--- config.mk ---
export PLATFORM = sky130hd
export DESIGN_NAME = exmem_initiator
export DESIGN_NICKNAME = d
export VERILOG_FILES = /design/src/rtl/exmem_pkg.sv /design/src/rtl/exmem_rd_fifo.sv /design/src/rtl/exmem_initiator.sv
export SDC_FILE = /design/constraint.sdc
export NUM_CORES = 1
export LEC_CHECK = 0
export BUFFER_PORTS_ARGS = -buffer_cell sky130_fd_sc_hd__buf_2
export CAP_MARGIN = 25
export CELL_PAD_IN_SITES_DETAIL_PLACEMENT = 1
export CELL_PAD_IN_SITES_GLOBAL_PLACEMENT = 1
export CORE_MARGIN = 5
export CORE_UTILIZATION = 45
export CTS_CLUSTER_DIAMETER = 200
export DETAILED_ROUTE_END_ITERATION = 16
export GPL_ROUTABILITY_DRIVEN = 0
export PLACE_DENSITY_LB_ADDON = 0.1
export SYNTH_ARGS = -nofsm -noshare
export SYNTH_HDL_FRONTEND = slang
export SYNTH_SLANG_ARGS = --single-unit
--- constraint.sdc ---
create_clock -name clk -period 7 [get_ports clk]
set_input_delay 0.35 -clock clk [delete_from_list [all_inputs] [get_ports clk]]
set_output_delay 0.35 -clock clk [all_outputs]
set_load 0.02 [all_outputs]
--- src/rtl/exmem_pkg.sv ---
// Shared definitions for the external-memory initiator: FSM encoding and
// bus constants.
package exmem_pkg;

    typedef enum logic [1:0] {
        IDLE  = 2'd0,
        ISSUE = 2'd1,
        DRAIN = 2'd2
    } state_t;

    localparam logic [31:0] WORD_BYTES = 32'd4;
    localparam logic [3:0]  SEL_ALL    = 4'hF;

endpackage

--- src/rtl/exmem_rd_fifo.sv ---
// Synchronous read-data FIFO with occupancy count; simultaneous push and pop
// leave the count unchanged.
module exmem_rd_fifo #(
    parameter int DEPTH  = 16,
    parameter int DATA_W = 32,
    localparam int AW    = $clog2(DEPTH)
) (
    input  logic              clk,
    input  logic              rst,
    input  logic              push,
    input  logic [DATA_W-1:0] din,
    input  logic              pop,
    output logic [DATA_W-1:0] dout,
    output logic              empty,
    output logic              full,
    output logic [AW:0]       count
);

    logic [DATA_W-1:0] mem [DEPTH];
    logic [AW-1:0]     wr_ptr;
    logic [AW-1:0]     rd_ptr;
    logic              do_push;
    logic              do_pop;

    assign empty   = (count == '0);
    assign full    = (count == (AW+1)'(DEPTH));
    assign do_push = push && !full;
    assign do_pop  = pop && !empty;
    assign dout    = mem[rd_ptr];

    // Storage is data-only and needs no reset; pointers wrap naturally mod DEPTH.
    always_ff @(posedge clk) begin
        if (do_push) begin
            mem[wr_ptr] <= din;
        end
    end

    always_ff @(posedge clk) begin
        if (rst) begin
            wr_ptr <= '0;
            rd_ptr <= '0;
            count  <= '0;
        end else begin
            if (do_push) begin
                wr_ptr <= wr_ptr + 1'b1;
            end
            if (do_pop) begin
                rd_ptr <= rd_ptr + 1'b1;
            end
            case ({do_push, do_pop})
                2'b10:   count <= count + 1'b1;
                2'b01:   count <= count - 1'b1;
                default: count <= count;
            endcase
        end
    end

endmodule

--- src/rtl/exmem_initiator.sv ---
// Command-driven burst initiator for a pipelined, in-order-ack memory; read
// issue is throttled so every outstanding read has a guaranteed FIFO slot.
module exmem_initiator
    import exmem_pkg::*;
#(
    parameter int DEPTH = 16,
    parameter int LEN_W = 16,
    localparam int AW   = $clog2(DEPTH)
) (
    input  logic             clk,
    input  logic             rst,
    input  logic             cmd_valid,
    output logic             cmd_ready,
    input  logic             cmd_we,
    input  logic [31:0]      cmd_addr,
    input  logic [LEN_W-1:0] cmd_len,
    input  logic             wdata_valid,
    output logic             wdata_ready,
    input  logic [31:0]      wdata,
    output logic             rdata_valid,
    input  logic             rdata_ready,
    output logic [31:0]      rdata,
    output logic             busy,
    output logic             done,
    output logic             m_stb,
    output logic             m_we,
    output logic [3:0]       m_sel,
    output logic [31:0]      m_addr,
    output logic [31:0]      m_dat_o,
    input  logic             m_ack,
    input  logic [31:0]      m_dat_i
);

    state_t           state, state_nxt;
    logic             done_nxt;
    logic             we_q;
    logic [31:0]      addr_q;
    logic [LEN_W-1:0] remaining;
    logic [LEN_W:0]   outstanding;
    logic [AW:0]      fifo_count;
    logic             fifo_empty;
    logic             fifo_full;
    logic             accept;
    logic             issue;
    logic             ack_v;
    logic             rd_room;
    logic             can_issue;

    assign cmd_ready   = (state == IDLE);
    assign busy        = (state != IDLE);
    assign accept      = cmd_valid && cmd_ready;
    assign can_issue   = (state == ISSUE) && (remaining != '0);
    assign wdata_ready = can_issue && we_q;
    // Counting in-flight reads against free FIFO slots makes overflow impossible.
    assign rd_room     = ((LEN_W+2)'(outstanding) + (LEN_W+2)'(fifo_count)) < (LEN_W+2)'(DEPTH);
    assign issue       = can_issue && (we_q ? wdata_valid : rd_room);
    assign ack_v       = m_ack && (outstanding != '0);
    assign rdata_valid = !fifo_empty;

    always_comb begin
        state_nxt = state;
        done_nxt  = 1'b0;
        case (state)
            IDLE: begin
                if (accept) begin
                    if (cmd_len != '0) begin
                        state_nxt = ISSUE;
                    end else begin
                        done_nxt = 1'b1;
                    end
                end
            end
            ISSUE: begin
                if (issue && (remaining == LEN_W'(1))) begin
                    state_nxt = DRAIN;
                end
            end
            DRAIN: begin
                if (outstanding == '0) begin
                    done_nxt  = 1'b1;
                    state_nxt = IDLE;
                end
            end
            default: state_nxt = IDLE;
        endcase
    end

    always_ff @(posedge clk) begin
        if (rst) begin
            state       <= IDLE;
            done        <= 1'b0;
            we_q        <= 1'b0;
            addr_q      <= '0;
            remaining   <= '0;
            outstanding <= '0;
            m_stb       <= 1'b0;
            m_we        <= 1'b0;
            m_sel       <= '0;
            m_addr      <= '0;
            m_dat_o     <= '0;
        end else begin
            state <= state_nxt;
            done  <= done_nxt;
            m_stb <= issue;
            m_we  <= issue && we_q;
            m_sel <= issue ? SEL_ALL : 4'h0;
            if (accept) begin
                we_q      <= cmd_we;
                addr_q    <= cmd_addr;
                remaining <= cmd_len;
            end
            if (issue) begin
                m_addr    <= addr_q;
                m_dat_o   <= we_q ? wdata : 32'h0;
                addr_q    <= addr_q + WORD_BYTES;
                remaining <= remaining - 1'b1;
            end
            case ({issue, ack_v})
                2'b10:   outstanding <= outstanding + 1'b1;
                2'b01:   outstanding <= outstanding - 1'b1;
                default: outstanding <= outstanding;
            endcase
        end
    end

    exmem_rd_fifo #(
        .DEPTH  (DEPTH),
        .DATA_W (32)
    ) u_fifo (
        .clk   (clk),
        .rst   (rst),
        .push  (ack_v && !we_q),
        .din   (m_dat_i),
        .pop   (rdata_ready),
        .dout  (rdata),
        .empty (fifo_empty),
        .full  (fifo_full),
        .count (fifo_count)
    );

endmodule
* Word level (Yosys, flattened, before mapping)
Memory sizes are Yosys's and may differ from the RTL's. A register that Yosys moved wholly into a read port is not among the register bits.
Index checks and enable logic that the tools add are counted.
W data, S select, Z words.
** Word-level totals
- Flip-flop bits (word level) :: 152
- Bits in writable memories :: 512
- Bits of input ports :: 119
- Memories kept :: 1
** Memories
- u_fifo.mem :: words 16, width 32, rd ports 1, clocked after Yosys merged registers in 1, write ports 1, line exmem_rd_fifo.sv:19 : logic [DATA_W-1:0] mem [DEPTH];
** Cells by class
- Add/sub/neg operators :: 9
- Magnitude comparators :: 1
- Equal/unequal tests :: 12
- Mux-type cells :: 22
- Reduce and logical (&&, ||, !) cells :: 24
** Operators with widths (number)
- $mux W32 :: 3
- $pmux W17 S2 :: 1
- $add A32 B3 Y32 const B :: 1
- $mux W16 :: 2
- $reduce_bool A16 Y1 :: 2
- $add A17 B5 Y18 :: 1
- $lt A18 B5 Y1 const B :: 1
- $add A17 B1 Y17 const B :: 1
- $logic_not A17 Y1 :: 1
- $reduce_bool A17 Y1 :: 1
- $sub A17 B1 Y17 const B :: 1
- $eq A16 B1 Y1 const B :: 1
- $sub A16 B1 Y16 const B :: 1
- $mux W4 :: 3
- $logic_and A1 B1 Y1 :: 10
- $pmux W5 S2 :: 1
- $add A4 B1 Y4 const B :: 2
- $mux W2 :: 4
- $reduce_bool A2 Y1 :: 4
- $eq A2 B1 Y1 const B :: 3
- $eq A2 B2 Y1 const B :: 3
- $mux W1 :: 6
- $ne A2 B1 Y1 const B :: 3
- $pmux W2 S3 :: 1
- other kinds (9) :: 11

* Depth between registers and ports, before layout
Gate-level depths: netlist (run 1).
- Word-level depth :: 7
- Depth in mapped cells :: 23

* Cells and area by module
A second synthesis (run 1) with hierarchy kept.
** Unflattened totals
- Cells, all modules :: 1676
- Area, all modules :: 27008.4 sq um
** By module, submodules not included
- exmem_rd_fifo :: instances 1, cells an instance 835, area an instance 20288.2 sq um, sequential area each 15715.1 sq um
- exmem_initiator :: instances 1, cells an instance 841, area an instance 6720.2 sq um, sequential area each 2702.6 sq um

* Worst setup path before layout (run 1)
OpenSTA, ideal clock, no wires.
- Path type :: reg2reg
- Start :: register u_fifo.count[1]
- End :: register outstanding[14]
- Setup time :: 0.128 ns
- Arrival time :: 5.418 ns
- Data required time :: 6.872 ns
- Setup slack :: 1.455 ns
- Stages on the path, launching flop included :: 24
- Clock period less this slack :: 5.545 ns
- Cell sequence :: dfxtp_1 -> ha_1 -> a311o_2 -> a31o_2 -> mux2i_1 -> or4_1 -> o31ai_4 -> inv_1 -> buf_2 -> buf_1 -> ha_1 -> clkbuf_1 -> clkbuf_1 -> clkbuf_1 -> xor2_1 -> ha_1 -> or3_1 -> a21oi_1 -> nor4_1 -> o41ai_1 -> o2111ai_1 -> a21oi_1 -> xnor2_1 -> nor2_1
** On the way
- Word-level cells in the longest chain between the ends :: 6
** Ends and longest elaborated chain
- from (decl) :: line exmem_rd_fifo.sv:16 : output logic [AW:0] count
- from (signal assigned) :: line exmem_rd_fifo.sv:51 : 2'b10: count <= count + 1'b1;
- from (signal assigned) :: line exmem_rd_fifo.sv:52 : 2'b01: count <= count - 1'b1;
- from (signal assigned) :: line exmem_rd_fifo.sv:53 : default: count <= count;
- $add A17 B5 Y18 * :: line exmem_initiator.sv:55 : assign rd_room = ((LEN_W+2)'(outstanding) + (LEN_W+2)'(fifo_count)) < (LEN_W+2)'(DEPTH);
- $lt A18 B5 Y1 * :: line exmem_initiator.sv:55
- $mux W1 * :: line exmem_initiator.sv:56 : assign issue = can_issue && (we_q ? wdata_valid : rd_room);
- $logic_and A1 B1 Y1 * :: line exmem_initiator.sv:56
- $eq A2 B1 Y1 / $eq A2 B2 Y1 (equally long branches) :: line exmem_initiator.sv:118 : case ({issue, ack_v})
- $pmux W17 S2 / $reduce_bool A2 Y1 (equally long branches)
- to (signal assigned) :: line exmem_initiator.sv:119 : 2'b10: outstanding <= outstanding + 1'b1;
- to (signal assigned) :: line exmem_initiator.sv:120 : 2'b01: outstanding <= outstanding - 1'b1;
- to (signal assigned) :: line exmem_initiator.sv:121 : default: outstanding <= outstanding;
- to (decl) :: line exmem_initiator.sv:39 : logic [LEN_W:0] outstanding;
Every way passes the cells marked *; elsewhere a longest branch is shown, timed or not.
A chain may end at the register's enable or synchronous reset.

* Worst setup path in the final report (run 1)
- Start :: register outstanding[1]
- End :: register outstanding[16]
** On the way
- Word-level cells in the longest chain between the ends :: 6
** Ends and longest elaborated chain (line)
- $add A17 B5 Y18 :: exmem_initiator.sv:55
- $lt A18 B5 Y1 :: exmem_initiator.sv:55
- $mux W1 :: exmem_initiator.sv:56
- $logic_and A1 B1 Y1 :: exmem_initiator.sv:56
- $eq A2 B1 Y1 / $eq A2 B2 Y1 (equally long branches) :: exmem_initiator.sv:118
- $pmux W17 S2 / $reduce_bool A2 Y1 (equally long branches)
Several ways; a longest one is shown, not always the timed one.

==> impl_metrics.toml, run 1 <==
[outcome]
status = "finished clean"

[sta]
max_slew.worst_pin.slew_ns = 0.9214
fin_worst_skew_ns = 0.02100
setup_tns_ns = 0
clock.fmax_mhz = 186.5
rsz0062_at_grt = "false"
slew_viol_final = 0
post-route-min-period_ns = 5.361
relSlewSlack = 0.3858
setup_viol = 0
hold_violations = 0
post-route-period-util = 0.7659

[route]
drc = 0
vias = 15690
routed_wl_um = 68060
drtIter0Drc = 1030
wl_per_cell_um = 24.90
ant_nets = 0
drt-pass1-iter-count = 5
vias_per_cell = 5.737

[synth]
synth_cell_type_count = 71
synth_seq_area_share = 0.6871
synth_top_cell_by_area = "edfxtp_1"
yosysMostFrequentCell = "edfxtp_1"
syn_area_um2 = 26810
async_reset_ff_frac = 0
synthTopCellsByArea = "edfxtp_1, mux4_2, dfxtp_1, nor2_1, a21oi_1"
synth_top_area_share = 0.5736
synth_nets = 1775
synth-seq-cells = 664
yosysWarningCount = 0
avgSynthCellArea_um2 = 16.38
synth_edf_count = 512
ys.flop_type = "edfxtp_1"
synth_commonest_cells = "edfxtp_1, mux4_2, dfxtp_1, nor2_1, clkbuf_1"
synth_cells = 1636

[layout]
fin_nets = 2039
areaGrowthSynthToFinish_pct = 18.16
drive_above_1_share = 0.2869
stdcell_area_um2 = 31670

[worst_hold_path]
holdPathStages = 3
hp-class = "input port to flop"
min_to = "addr_q[27]$_SDFFE_PP0P_"
hp-start = "cmd_addr[27]"

[global_routing]
grt_first_pass_wirelength_um = 103600
overflow = 0
antenna_found_initial = 4
grt_pass1_vias = 16830
grt_max_degree = 108
grt_use_total = 0.2100

[critical_path]
r2r_slack_ns = 1.64
worstSetupPathType = "flop to flop"
reg2reg_depth = 19
rr_startpoint = "outstanding[1]$_SDFFE_PP0P_"
crit_path_end_kind = "flop"
start_kind = "flop"
path_max_fanout = 34
r2r-end = "outstanding[16]$_SDFFE_PP0P_"
critPathRequiredTime_ns = 7.47
worstPathArrival_ns = 5.83

[clock_network]
numCtsBuffers = 72
cts_tree = "built"
cts.sinks = 664
cts-root-buf = "clkbuf_16"
cts_setup_buffers = 0
h-tree-depth = 3
clk_latency_ns = 0.60
cts_resized = 0
clockBufferDepth = 3
clkTransAtPathRegs_ns = 0.06
cts_hold_buf = 41

[die]
die_y_um = 254.1
num_rows = 89
start_util = 0.4542
core_um2 = 59020
pin_count = 226
die_area_um2 = 64550
die_w_um = 254.1

[power_and_ir_drop]
p_leak_uw = 0.01083
peakVddDrop_mv = 0.3660
power.density_nw_per_um2 = 353.6

[place]
dp_hpwl_um = 39530
dpl_cell_area_um2 = 28850
io_buffers = 225

[run]
maxCapViolations = 0
-- state kept, by name, summed over array words and instances (netlist names), named ones only --
signal and flops:
addr_q 32, done 1, m_addr 32, m_dat_o 32
m_sel 1, m_we 1, outstanding 17, remaining 16
state 2, u_fifo.count 5, u_fifo.mem 512, u_fifo.rd_ptr 4
u_fifo.wr_ptr 4, we_q 1
-- metal layers --
metal | GRT usage | vias up | part of all wire
li1 | - | 7055 | -
met1 | 0.2800 | 8229 | 0.42
met2 | 0.3662 | 326 | 0.52
met3 | 0.03521 | 71 | 0.047
met4 | 0.04633 | 4 | 0.014
met5 | 0 | - | 0.00050
-- cell type report --
class,instances,area (um^2)
antenna,2,5.005
clock buffer,90,1922
clock inverter,43,461.7
fill,5592,27350
inverter,20,75.07
multi-input combinational,842,7991
sequential,664,18430
tap,773,967.2
timing repair buffer,300,1824
-- cell usage in the layout (no fill, tap or decap), drive strengths merged, types with 14 or more instances in the layout --
cell         netlist  layout
mux4             160     160
inv               19      24
a22o              33      33
dlygate4sd3        0      41
nor4              14      14
buf               34     258
mux2i             32      32
nand3             31      31
edfxtp           512     512
clkinv             1      25
dfxtp            152     152
nand2             73      73
nor3              32      32
or3               21      21
o21ai             22      22
ha                19      19
o211ai            17      17
xnor2             21      21
nor2             114     114
a21oi             65      65
a31oi             26      26
clkbuf            76      91
-- power breakdown --
group | switching (uW) | leakage [uW] | internal (uW)
registers | 274 | 0.00586 | 4490
logic | 1430 | 0.00383 | 1190
clock network | 1550 | 0.00115 | 2260
-- cells by family after synthesis --
group / synth area share
muxes: 0.1468
and+or+nand+nor: 0.06679
adders and majority gates: 0.009615
xor gates and xnor gates: 0.01046
AOI/OAI and AO/OA: 0.06012
buffers and inverters: 0.01914
DFF: 0.6871
-- how the worst max path moves through the flow --
| stage | from | endpoint | slack, ns | cells after the start |
|---|---|---|---|---|
| CTS | outstanding[1]$_SDFFE_PP0P_ | outstanding[16]$_SDFFE_PP0P_ | 1.67 | 19 |
| global placement | outstanding[1]$_SDFFE_PP0P_ | outstanding[16]$_SDFFE_PP0P_ | 1.78 | 19 |
| finish | outstanding[1]$_SDFFE_PP0P_ | outstanding[16]$_SDFFE_PP0P_ | 1.64 | 19 |
| global route | outstanding[1]$_SDFFE_PP0P_ | outstanding[16]$_SDFFE_PP0P_ | 1.33 | 19 |
| detailed placement | outstanding[1]$_SDFFE_PP0P_ | outstanding[16]$_SDFFE_PP0P_ | 1.69 | 19 |
| floorplan | u_fifo.count[1]$_SDFFE_PP0P_ | outstanding[14]$_SDFFE_PP0P_ | 1.45 | 23 |
-- metrics by stage --
step / hold WS [ns] / std cells / total power [uW] / setup slack (ns) / utilization
floorplan: 0.4300 / 1636 / 6708 / 1.455 / -
global placement: 0.4432 / 2555 / 7438 / 1.776 / 0.4886
detailed placement: 0.4543 / 2556 / 7493 / 1.690 / 0.4888
CTS: 0.0001323 / 2730 / 11360 / 1.671 / 0.5362
global route: 0.03256 / 2732 / 11770 / 1.328 / 0.5366
finish: 0.03192 / 2734 / 11200 / 1.639 / 0.5367
-- critical path, stage by stage, from the launching register on --
cell and delay, ns:
dfxtp_1 0.53, ha_1 0.31, a311o_2 0.42, a31o_2 0.28
mux2i_1 0.12, or4_1 0.56, o31ai_4 0.22, inv_2 0.08
ha_1 0.18, buf_4 0.24, xor2_1 0.18, ha_1 0.26
or3_1 0.32, a21oi_1 0.20, nor4_1 0.10, o41ai_1 0.65
o21ai_0 0.16, a21oi_1 0.21, xnor2_1 0.14, nor2_1 0.05
Note: power is estimated with default switching activity, not from simulation.
==> inputs of run 2 (changes only) <==
==> constraint.sdc (replaced) <==
create_clock -name clk -period 4.6 [get_ports clk]
set_input_delay 0.23 -clock clk [delete_from_list [all_inputs] [get_ports clk]]
set_output_delay 0.23 -clock clk [all_outputs]
set_load 0.02 [all_outputs]
==> run 2 against run 1 <==
Effect of this change:
- setup slack worse by 1.5 ns
- first-iteration DRC count down 4.7%
- design area up 2.9%
- clock-buffer cell count up 4
- register-to-register slack worse by 1.5 ns
- worst hold slack better by 0.0071 ns
- maximum frequency up 21%
- sequential share of layout area down 1.6 points
- via count up 2.6%
- critical endpoint is now outstanding[11]$_SDFFE_PP0P_
- largest cell class unchanged
==> impl_metrics.toml, run 2 (synthesis gave the netlist of run 1 again) <==
[outcome]
status = "finished clean"

[layout]
final_common_cell = "edfxtp_1"
multi_input_area_um2 = 8056
fin_nets = 2137
final_cell_mix = "edfxtp_1, buf_2, mux4_2"
seq_area_um2 = 18430
largest_reg_flops = 512
max_flop_register = "u_fifo.mem"
nFillCells = 5595
stdcell_area_um2 = 32580
areaGrowthSynthToFinish_pct = 21.56
drive_above_1_share = 0.2902

[power_and_ir_drop]
power.density_nw_per_um2 = 526.3
power_uw = 17150
peakVddDrop_mv = 0.2908
p_leak_uw = 0.01125

[critical_path]
worstSetupPathType = "flop to flop"
critPathRequiredTime_ns = 5.08
crit_path_end_kind = "flop"
critPathSlowestCell = "or4_4"
cp_slowest_stage_delay_ns = 0.50
cp.buffers_inverters = 2
worstPathArrival_ns = 4.90
cp_common_cell = "ha_4"
path_cells = "ha_4, a311o_2, a31o_4, mux2i_1, or4_4, o31ai_4, inv_2, ha_4, buf_6, and2_1, a221o_1, o31a_1, o211ai_1, a21oi_1, o21bai_1, mux2_2"
path_max_fanout = 33
path_delay_family = "compound AO/OA/AOI/OAI gates"
start_kind = "flop"

[place]
dpl_cell_area_um2 = 29120
dp_hpwl_um = 39370
io_buffers = 225

[route]
drc = 0
vias = 16090
routed_wl_um = 69190
ant_nets = 0
drt-pass1-iter-count = 7
vias_per_cell = 5.682
drtIter0Drc = 982
wl_per_cell_um = 24.43

[global_routing]
antenna_found_initial = 2
grt_max_degree = 65
grt_use_total = 0.2144
overflow = 0
grt_pass1_vias = 17400
grt_first_pass_wirelength_um = 105800

[clock_network]
clk_latency_ns = 0.60
cts.sinks = 664
clkTransAtPathRegs_ns = 0.06
cts_tree = "built"
h-tree-depth = 3
clockBufferDepth = 3
numCtsBuffers = 71
cts-root-buf = "clkbuf_16"

[sta]
post-route-min-period_ns = 4.422
max_slew.worst_pin.slew_ns = 0.9978
setup_viol = 0
post-route-period-util = 0.9613
setup_tns_ns = 0
hold_violations = 0
fin_worst_skew_ns = 0.01803
clock.fmax_mhz = 226.1
slew_viol_final = 0
holdWs_ns = 0.03904
relSlewSlack = 0.3348

[run]
maxCapViolations = 0

[die]
pin_count = 226
num_rows = 89
core_um2 = 59020
start_util = 0.4542
die_area_um2 = 64550
die_w_um = 254.1
die_y_um = 254.1

[worst_hold_path]
hp-class = "input port to flop"
## run 2: cell types whose count changed in the layout (fill, tap and decap cells not counted), sizes merged
cell and change:
clkinvlp -2, buf +27, clkinv -1, inv +1, bufinv -3, dlygate4sd3 +73
clkbuf +3
## run 2: final timing paths
check / slack, ns / endpoint / startpoint / cells after the start
worst max register to register: 0.18 / outstanding[11]$_SDFFE_PP0P_ / u_fifo.count[1]$_SDFFE_PP0P_ / 16
worst min-delay path: 0.04 / addr_q[9]$_SDFFE_PP0P_ / cmd_addr[9] / 5
worst max-delay path: 0.18 / outstanding[11]$_SDFFE_PP0P_ / u_fifo.count[1]$_SDFFE_PP0P_ / 16
worst min register to register: 0.46 / remaining[1]$_SDFFE_PP0P_ / remaining[1]$_SDFFE_PP0P_ / 2
## run 2: per-layer routing
metal / global-route usage / up-vias / wire, um
met5: 0 / - / 0
met4: 0.04894 / 0 / 1148
met3: 0.03040 / 90 / 3191
met2: 0.3735 / 376 / 36050
met1: 0.2893 / 8369 / 28800
li1: - / 7257 / -
## run 2: layout make-up
type | count | area share
Tap cell | 773 | 0.02968
Clock inverter | 38 | 0.01137
Inverter | 20 | 0.002304
Sequential cell | 664 | 0.5657
Clock buffer | 94 | 0.05875
Multi-Input combinational cell | 842 | 0.2473
Timing Repair Buffer | 399 | 0.08475
Antenna cell | 2 | 0.0001536
## run 2: tightest hold or removal path: cells and delay by family
kind	cells	cell delay, ns
compound gates	2	0.10
simple gates	2	0.14
buf+inv	1	0.12
## run 2: timing repair
action	in CTS	in global routing
endpoints found under the setup margin	0	5
hold endpoints to repair	591	0
setup buffers	0	3
resized for setup	0	4
hold buffers	114	0
## run 2: power breakdown
group / internal [uW] / leakage (uW) / total (uW) / switching (uW)
combinational: 2020 / 0.00428 / 4350 / 2320
sequential: 6840 / 0.00586 / 7200 / 359
clock: 3250 / 0.00111 / 5600 / 2360
total: 12100 / 0.0112 / 17100 / 5040
## run 2: metrics by stage
step                setup WS, ns  utilization  std cells
detailed placement       0.06170       0.4934       2581
CTS                      0.03848       0.5514       2827
floorplan                -0.3785            -       1636
global placement          0.1690       0.4934       2581
global route           -0.009557       0.5520       2830
finish                    0.1779       0.5521       2832
